File: src/rtl/led_s2p_rx_pkg.sv
// Shared definitions for the LED shift-chain link: receiver FSM states, shift direction
// encodings and the default frame length, common to transmitter and receiver.
package led_s2p_rx_pkg;

    localparam int DEFAULT_DATA_BITS = 16;

    localparam bit DIR_MSB_FIRST = 1'b0;
    localparam bit DIR_LSB_FIRST = 1'b1;

    typedef enum logic [1:0] {
        ST_IDLE    = 2'd0,
        ST_RECV    = 2'd1,
        ST_FULL    = 2'd2,
        ST_OVERRUN = 2'd3
    } state_e;

    // The receiver state is a pure function of how many bits have arrived.
    function automatic state_e state_from_count(int unsigned count, int unsigned data_bits);
        if (count == 0)              return ST_IDLE;
        else if (count < data_bits)  return ST_RECV;
        else if (count == data_bits) return ST_FULL;
        else                         return ST_OVERRUN;
    endfunction

endpackage

File: src/rtl/led_s2p_rx_if.sv
// LED shift-chain bundle: serial lines driven by the transmitter side, parallel
// frame and status returned by the receiver side.
interface led_s2p_rx_if
    import led_s2p_rx_pkg::*;
#(
    parameter int DATA_BITS = DEFAULT_DATA_BITS
);
    logic                 sclk;
    logic                 sclrn;
    logic                 sin;
    logic                 EN;
    logic [DATA_BITS-1:0] PData;
    logic                 valid;
    logic                 frame_err;
    logic                 busy;

    modport master (
        output sclk, sclrn, sin, EN,
        input  PData, valid, frame_err, busy
    );

    modport slave (
        input  sclk, sclrn, sin, EN,
        output PData, valid, frame_err, busy
    );
endinterface

File: src/rtl/led_s2p_rx_sync_edge_det.sv
// Multi-flop synchronizer for one asynchronous input, plus a single-cycle rise pulse
// taken from the synchronized level.
module sync_edge_det #(
    parameter int SYNC_STAGES = 2
) (
    input  logic clk,
    input  logic rst,
    input  logic d_async,
    output logic d_sync,
    output logic rise
);
    logic [SYNC_STAGES-1:0] sync_q;
    logic                   prev_q;

    // NOTE: sequential state uses non-blocking assignments so every flop samples pre-edge values.
    always_ff @(posedge clk or negedge rst) begin
        if (!rst) begin
            sync_q <= '0;
            prev_q <= 1'b0;
        end else begin
            sync_q <= {sync_q[SYNC_STAGES-2:0], d_async};
            prev_q <= sync_q[SYNC_STAGES-1];
        end
    end

    assign d_sync = sync_q[SYNC_STAGES-1];
    assign rise   = d_sync & ~prev_q;
endmodule

File: src/rtl/led_s2p_rx.sv
// LED shift-chain receiver: collects a serial frame, latches it on EN rise and
// reports frames whose bit count was not exactly DATA_BITS.
module led_s2p_rx
    import led_s2p_rx_pkg::*;
#(
    parameter int DATA_BITS       = DEFAULT_DATA_BITS,
    parameter int DATA_COUNT_BITS = 5,
    parameter bit DIR             = DIR_MSB_FIRST,
    parameter int SYNC_STAGES     = 2
) (
    input  logic         clk,
    input  logic         rst,
    led_s2p_rx_if.slave  bus
);
    localparam logic [DATA_COUNT_BITS-1:0] CNT_SAT = DATA_COUNT_BITS'(DATA_BITS + 1);

    logic sclk_rise, en_rise, sclrn_s, sin_s;
    logic unused_sclk_lvl, unused_en_lvl, unused_sclrn_rise, unused_sin_rise;

    sync_edge_det #(.SYNC_STAGES(SYNC_STAGES)) u_sync_sclk (
        .clk(clk), .rst(rst), .d_async(bus.sclk), .d_sync(unused_sclk_lvl), .rise(sclk_rise));
    sync_edge_det #(.SYNC_STAGES(SYNC_STAGES)) u_sync_en (
        .clk(clk), .rst(rst), .d_async(bus.EN), .d_sync(unused_en_lvl), .rise(en_rise));
    sync_edge_det #(.SYNC_STAGES(SYNC_STAGES)) u_sync_sclrn (
        .clk(clk), .rst(rst), .d_async(bus.sclrn), .d_sync(sclrn_s), .rise(unused_sclrn_rise));
    sync_edge_det #(.SYNC_STAGES(SYNC_STAGES)) u_sync_sin (
        .clk(clk), .rst(rst), .d_async(bus.sin), .d_sync(sin_s), .rise(unused_sin_rise));

    logic [DATA_BITS-1:0]       sr_q, sr_d, pdata_q, pdata_d;
    logic [DATA_COUNT_BITS-1:0] cnt_q, cnt_d;
    logic                       valid_q, valid_d, ferr_q, ferr_d;
    state_e                     state_q, state_d;

    always_ff @(posedge clk or negedge rst) begin
        if (!rst) begin
            state_q <= ST_IDLE;
            sr_q    <= '0;
            cnt_q   <= '0;
            pdata_q <= '0;
            valid_q <= 1'b0;
            ferr_q  <= 1'b0;
        end else begin
            state_q <= state_d;
            sr_q    <= sr_d;
            cnt_q   <= cnt_d;
            pdata_q <= pdata_d;
            valid_q <= valid_d;
            ferr_q  <= ferr_d;
        end
    end

    // NOTE: every output of this block gets a default first, so no path can infer a latch.
    always_comb begin
        sr_d    = sr_q;
        cnt_d   = cnt_q;
        pdata_d = pdata_q;
        valid_d = 1'b0;
        ferr_d  = ferr_q;

        if (!sclrn_s) begin
            sr_d  = '0;
            cnt_d = '0;
        end else if (sclk_rise) begin
            sr_d = (DIR == DIR_LSB_FIRST) ? {sin_s, sr_q[DATA_BITS-1:1]}
                                          : {sr_q[DATA_BITS-2:0], sin_s};
            if (cnt_q != CNT_SAT) cnt_d = cnt_q + 1'b1;
        end

        state_d = state_from_count(32'(cnt_d), DATA_BITS);

        // Latch sees the post-shift view, so a bit arriving with EN is part of the frame.
        if (en_rise) begin
            pdata_d = sr_d;
            valid_d = 1'b1;
            ferr_d  = (state_d != ST_FULL);
            cnt_d   = '0;
            state_d = ST_IDLE;
        end
    end

    assign bus.PData     = pdata_q;
    assign bus.valid     = valid_q;
    assign bus.frame_err = ferr_q;
    assign bus.busy      = (state_q != ST_IDLE);
endmodule

File: src/flat_wrapper.sv
// flat-port wrapper written by rule: the top's interface ports become plain ports
module led_s2p_rx_flat import led_s2p_rx_pkg::*;
#(
    parameter int DATA_BITS       = DEFAULT_DATA_BITS,
    parameter int DATA_COUNT_BITS = 5,
    parameter bit DIR             = DIR_MSB_FIRST,
    parameter int SYNC_STAGES     = 2
)
  (clk, rst, bus_sclk, bus_sclrn, bus_sin, bus_EN, bus_PData, bus_valid, bus_frame_err, bus_busy);
  led_s2p_rx_if #(.DATA_BITS(DATA_BITS)) bus_i ();
  input  logic clk;
  input  logic rst;
  input wire logic [$bits(bus_i.sclk)-1:0] bus_sclk;
  input wire logic [$bits(bus_i.sclrn)-1:0] bus_sclrn;
  input wire logic [$bits(bus_i.sin)-1:0] bus_sin;
  input wire logic [$bits(bus_i.EN)-1:0] bus_EN;
  output wire logic [$bits(bus_i.PData)-1:0] bus_PData;
  output wire logic [$bits(bus_i.valid)-1:0] bus_valid;
  output wire logic [$bits(bus_i.frame_err)-1:0] bus_frame_err;
  output wire logic [$bits(bus_i.busy)-1:0] bus_busy;
  assign bus_i.sclk = bus_sclk;
  assign bus_i.sclrn = bus_sclrn;
  assign bus_i.sin = bus_sin;
  assign bus_i.EN = bus_EN;
  assign bus_PData = bus_i.PData;
  assign bus_valid = bus_i.valid;
  assign bus_frame_err = bus_i.frame_err;
  assign bus_busy = bus_i.busy;
  led_s2p_rx #(.DATA_BITS(DATA_BITS), .DATA_COUNT_BITS(DATA_COUNT_BITS), .DIR(DIR), .SYNC_STAGES(SYNC_STAGES)) u_core (.clk(clk), .rst(rst), .bus(bus_i));
endmodule
File: config.mk
export PLATFORM = sky130hd
export DESIGN_NAME = led_s2p_rx_flat
export DESIGN_NICKNAME = d
export VERILOG_FILES = /design/src/rtl/led_s2p_rx_pkg.sv /design/src/rtl/led_s2p_rx_if.sv /design/src/rtl/led_s2p_rx_sync_edge_det.sv /design/src/rtl/led_s2p_rx.sv /design/src/flat_wrapper.sv
export SDC_FILE = /design/constraint.sdc
export NUM_CORES = 1
export LEC_CHECK = 0
export ABC_AREA = 1
export BUFFER_PORTS_ARGS = -buffer_cell sky130_fd_sc_hd__buf_4
export CAP_MARGIN = 20
export CELL_PAD_IN_SITES_DETAIL_PLACEMENT = 1
export CELL_PAD_IN_SITES_GLOBAL_PLACEMENT = 1
export CORE_MARGIN = 2
export CORE_UTILIZATION = 48
export DETAILED_ROUTE_END_ITERATION = 6
export GPL_ROUTABILITY_DRIVEN = 1
export PLACE_DENSITY = 0.94
export SYNTH_ARGS = -nofsm -noshare
export SYNTH_HDL_FRONTEND = slang
export SYNTH_SLANG_ARGS = --single-unit
export TNS_END_PERCENT = 1
File: constraint.sdc
create_clock -name clk -period 3.15 [get_ports clk]
set_input_delay 0.63 -clock clk [delete_from_list [all_inputs] [get_ports clk]]
set_output_delay 0.63 -clock clk [all_outputs]
set_load 0.1 [all_outputs]
==> Word level (Yosys, flattened, before mapping) <==
Cells that the tools add are included.
{ "op_classes": {"n_addsub": 1, "multipliers": 0, "n_div": 0, "n_lt_le_gt_ge": 1, "eq_ne": 3, "shift": 0, "mux": 11, "bitwise": 4, "n_reduce_logical": 2} }
{ "op_table": {"columns": ["cell", "n"], "rows": [
  ["$mux 16", 2],
  ["$mux 5", 4],
  ["$mux 2", 3],
  ["$add 5x1->5 const B", 1],
  ["$eq 5x5->1 const B", 1],
  ["$logic_not 5->1", 1],
  ["$lt 5x5->1 const B", 1],
  ["$ne 5x5->1 const B", 1],
  ["$and 1x1->1", 2],
  ["$mux 1", 2],
  ["$ne 2x2->1 const B", 1],
  ["$not 1->1", 2],
  ["$reduce_bool 2->1", 1]
]} }
{ "word_totals": {"register_bits": 51, "latchBits": 0, "mem_bits_rw": 0, "rom_bits": 0, "input_bits": 6, "word_cells": 34, "memories": 0} }

==> Logic depth before layout (Yosys ltp) <==
{ "logic_depth": {"depth_word": 9, "ltp_mapped": 13, "ltp_nobuf": 13} }

==> Modules after synthesis <==
From an unflattened synthesis, not the netlist that was laid out.
{ "hier_totals": {"cells_unflattened": 215, "area_unflattened_um2": 2030.7} }
{ "modules_own_cells": {"columns": ["module", "instances", "cells_per_inst", "area_per_inst_um2"], "rows": [
  ["led_s2p_rx", 1, 195, 1690.4],
  ["sync_edge_det", 4, 5, 85.1]
]} }

==> Worst setup path before layout <==
No wires, ideal clock.
{ "synth_timing": {"kind": "register -> output", "startpoint": "register u_core.pdata_q[0] (netlist: u_core.bus.PData[0])", "endpoint": "output port bus_PData[0]", "arrival_ns": 0.895, "path_slack_ns": 1.625, "stages_incl_launch_ff": 1, "n_path_buf": 0, "path_cell_list": "dfrtp_1"} }
{ "synth_rtl": {"columns": ["element", "line", "text"], "rows": [
  ["from (decl)", "led_s2p_rx.sv:29", "logic [DATA_BITS-1:0] sr_q, sr_d, pdata_q, pdata_d;"],
  ["from (signal assigned)", "led_s2p_rx.sv:46", "pdata_q <= pdata_d;"],
  ["to (decl)", "flat_wrapper.sv:17", "output wire logic [$bits(bus_i.PData)-1:0] bus_PData;"]
]} }
No word-level cell between the ends.

==> impl_metrics.ini <==
[finish]
final_cell_mix = dfrtp_1 (50), nor2_1 (40), buf_4 (25)
final_util_pct = 57.1
antenna-diode-count = 0
drive_above_1_share_pct = 28.3
syn_to_final_growth_pct = 16.5
layout_commonest_cell = dfrtp_1
design_area_um2 = 2250
num-nets-final = 205

[outcome]
status = finished, final reports clean

[yosys]
synth_edf_count = 0
synth_nets = 180
ys_seq_area_share_pct = 64.8
synth.distinct_cells = 22
postSynth.asyncResetShare_pct = 100
yosysWarnings = 0
syn_area_um2 = 1930
ys_ff_latch = 50
netlist_instances = 172
avgSynthCellArea_um2 = 11.2
ys.flop_type = dfrtp_1

[setup_path]
criticalPathCategory = reg -> out
end_kind = primary output
cp.arrival_ns = 1.24
cp.required_ns = 2.52
regToRegSetupSlack_ns = 1.41
critPathMaxFanout = 3
rr_worst_depth = 2
r2r_start = u_core.u_sync_en.prev_q
startpoint_type = flip-flop
r2r-end = u_core.bus.PData[3]

[timing]
setup-violations-final = 0
tightest_slew_ns = 1.02
fin_setup_tns_ns = 0
finalWorstSetupSlack_ns = 1.28
holdWs_ns = 0.332
skew_ns = 0.00363
worst_slew_margin_rel_pct = 31.7
drv_slew = 0
rsz0062_at_grt = no
hold_viol = 0
finalCritPeriodShare_pct = 59.3
period_needed_ns = 1.87
fmax_ghz = 0.535

[placed_design]
globalplace.congestion = 0.753
dpl_worst_slack_ns = 1.41
placed_cell_area_um2 = 2140
dp_hpwl_um = 2670
io_buffers = 24

[pwr]
max-vdd-ir-drop_uv = 417
p_leak_nw = 1.17
p_sw_share_pct = 32.8
switching_power_w = 0.000475
p_comb_share_pct = 21.9
intPower_w = 0.000975
pwr-share-seq_pct = 49.2
power.density_nw_per_um2 = 644
clkPwrFrac_pct = 28.9

[routing]
drtPass1Iterations = 3
wl_per_cell_um = 15.7
routed_wl_um = 3890
drtIter0Drc = 53
vias_per_cell = 5.10
antenna_left = 0
vias = 1266
route.detailed.drc = 0

[clocking]
cts-buffers-inserted = 5
cts_setup_buffers = 0
clkTransAtPathRegs_ns = 0.08
clock_path_buffers = 2
clock_latency_ns = 0.30
h-tree-depth = 2
root_buffer = clkbuf_8
cts.sinks = 50
ctsResizeCount = 0
cts_hold_buffers = 0
cts_tree = done

[global_routing]
antenna_found_initial = 0
grt_overflow = 0
grt_usage_pct = 20.4
grt_pass1_vias = 1329
grt_max_degree = 51
grt_pass1_wl_um = 6480

[worst_hold_path]
holdCritPathClass = in -> async

[floorplanning]
die_x_um = 67.4
num_io_pins = 25
rows = 23
dieArea_um2 = 4550
die_y_um = 67.4
core_area_um2 = 3940
start_util_pct = 49.0

[flow_run]
cap_violations = 0
[sequential cells by signal, summed over array words and instances, names as in the netlist]
signal and count:
u_core.u_sync_en.prev_q 1, u_core.u_sync_en.sync_q 2, u_core.bus.valid 1, u_core.u_sync_sin.sync_q 2, u_core.u_sync_sclrn.sync_q 2, u_core.state_q 1
u_core.u_sync_sclk.prev_q 1, u_core.sr_q 16, u_core.u_sync_sclk.sync_q 2, u_core.cnt_q 5, u_core.bus.PData 16, u_core.bus.frame_err 1
[power groups by stage]
stage	logic, W	registers [W]	clock network [W]
after global routing	0.000334	0.000721	0.000457
after CTS	0.000321	0.000715	0.000431
after floorplan	0.0000745	0.000891	0
after detailed placement	0.000320	0.000728	0
final	0.000318	0.000714	0.000419
after global placement	0.000311	0.000724	0
[synth_stat cells (2+ instances only)]
| library cell | number | area [µm²] |
|---|---|---|
| dfrtp_1 | 50 | 1250 |
| nor2_1 | 40 | 150 |
| o21ai_0 | 18 | 90.1 |
| mux2_2 | 16 | 180 |
| nand2_1 | 12 | 45.0 |
| inv_1 | 8 | 30.0 |
| nand3_1 | 8 | 40.0 |
| buf_2 | 3 | 15.0 |
| ha_1 | 2 | 25.0 |
| nand4_1 | 2 | 12.5 |
| nor2_2 | 2 | 12.5 |
[critical path, cell delays in order, from the launching register on]
cell	delay [ns]
dfrtp_1	0.41
or2_2	0.30
buf_4	0.23
[layer usage]
metal | share of wire [%] | vias to the layer above | wire, µm | GRT usage (%)
met5 | 0 | - | 0 | 0
li1 | - | 602 | - | -
met2 | 52 | 20 | 2040 | 34.7
met4 | 2.4 | 0 | 93 | 9.95
met3 | 3.3 | 8 | 128 | 5.00
met1 | 42 | 636 | 1630 | 24.4
[per-stage QoR]
| step | power [W] | cells |
|---|---|---|
| finish | 0.00145 | 248 |
| global route | 0.00151 | 248 |
| CTS | 0.00147 | 248 |
| detailed placement | 0.00105 | 240 |
| global placement | 0.00103 | 240 |
| floorplan | 0.000965 | 172 |
[cell families after synthesis]
kind of cell | count (synthesis) | synth area share [%]
and+or+nand+nor | 69 | 15.6
DFF | 50 | 64.8
AOI/OAI and AO/OA | 18 | 4.66
buffers and inverters | 16 | 3.89
muxes | 16 | 9.33
adders and majority gates | 2 | 1.30
xor gates and xnor gates | 1 | 0.453
[how the worst max path moves through the flow]
| stage | depth (start not counted) | end | start |
|---|---|---|---|
| finish | 2 | bus_busy | u_core.cnt_q[4] |
| global route | 2 | bus_busy | u_core.cnt_q[4] |
| CTS | 2 | bus_busy | u_core.cnt_q[4] |
| detailed placement | 2 | u_core.bus.PData[3] | u_core.u_sync_en.prev_q |
| global placement | 2 | u_core.bus.PData[9] | u_core.u_sync_en.prev_q |
| floorplan | 0 | bus_PData[0] | u_core.bus.PData[0] |
[cell type report]
class / instances / area (µm²)
clock buffers: 8 / 110
multi-input cells: 106 / 606
well taps: 50 / 62.6
repair buffers: 25 / 188
flip-flops and latches: 50 / 1250
inverters: 9 / 33.8
fillers: 412 / 1690
No activity file was read; power rests on OpenSTA's default activity.
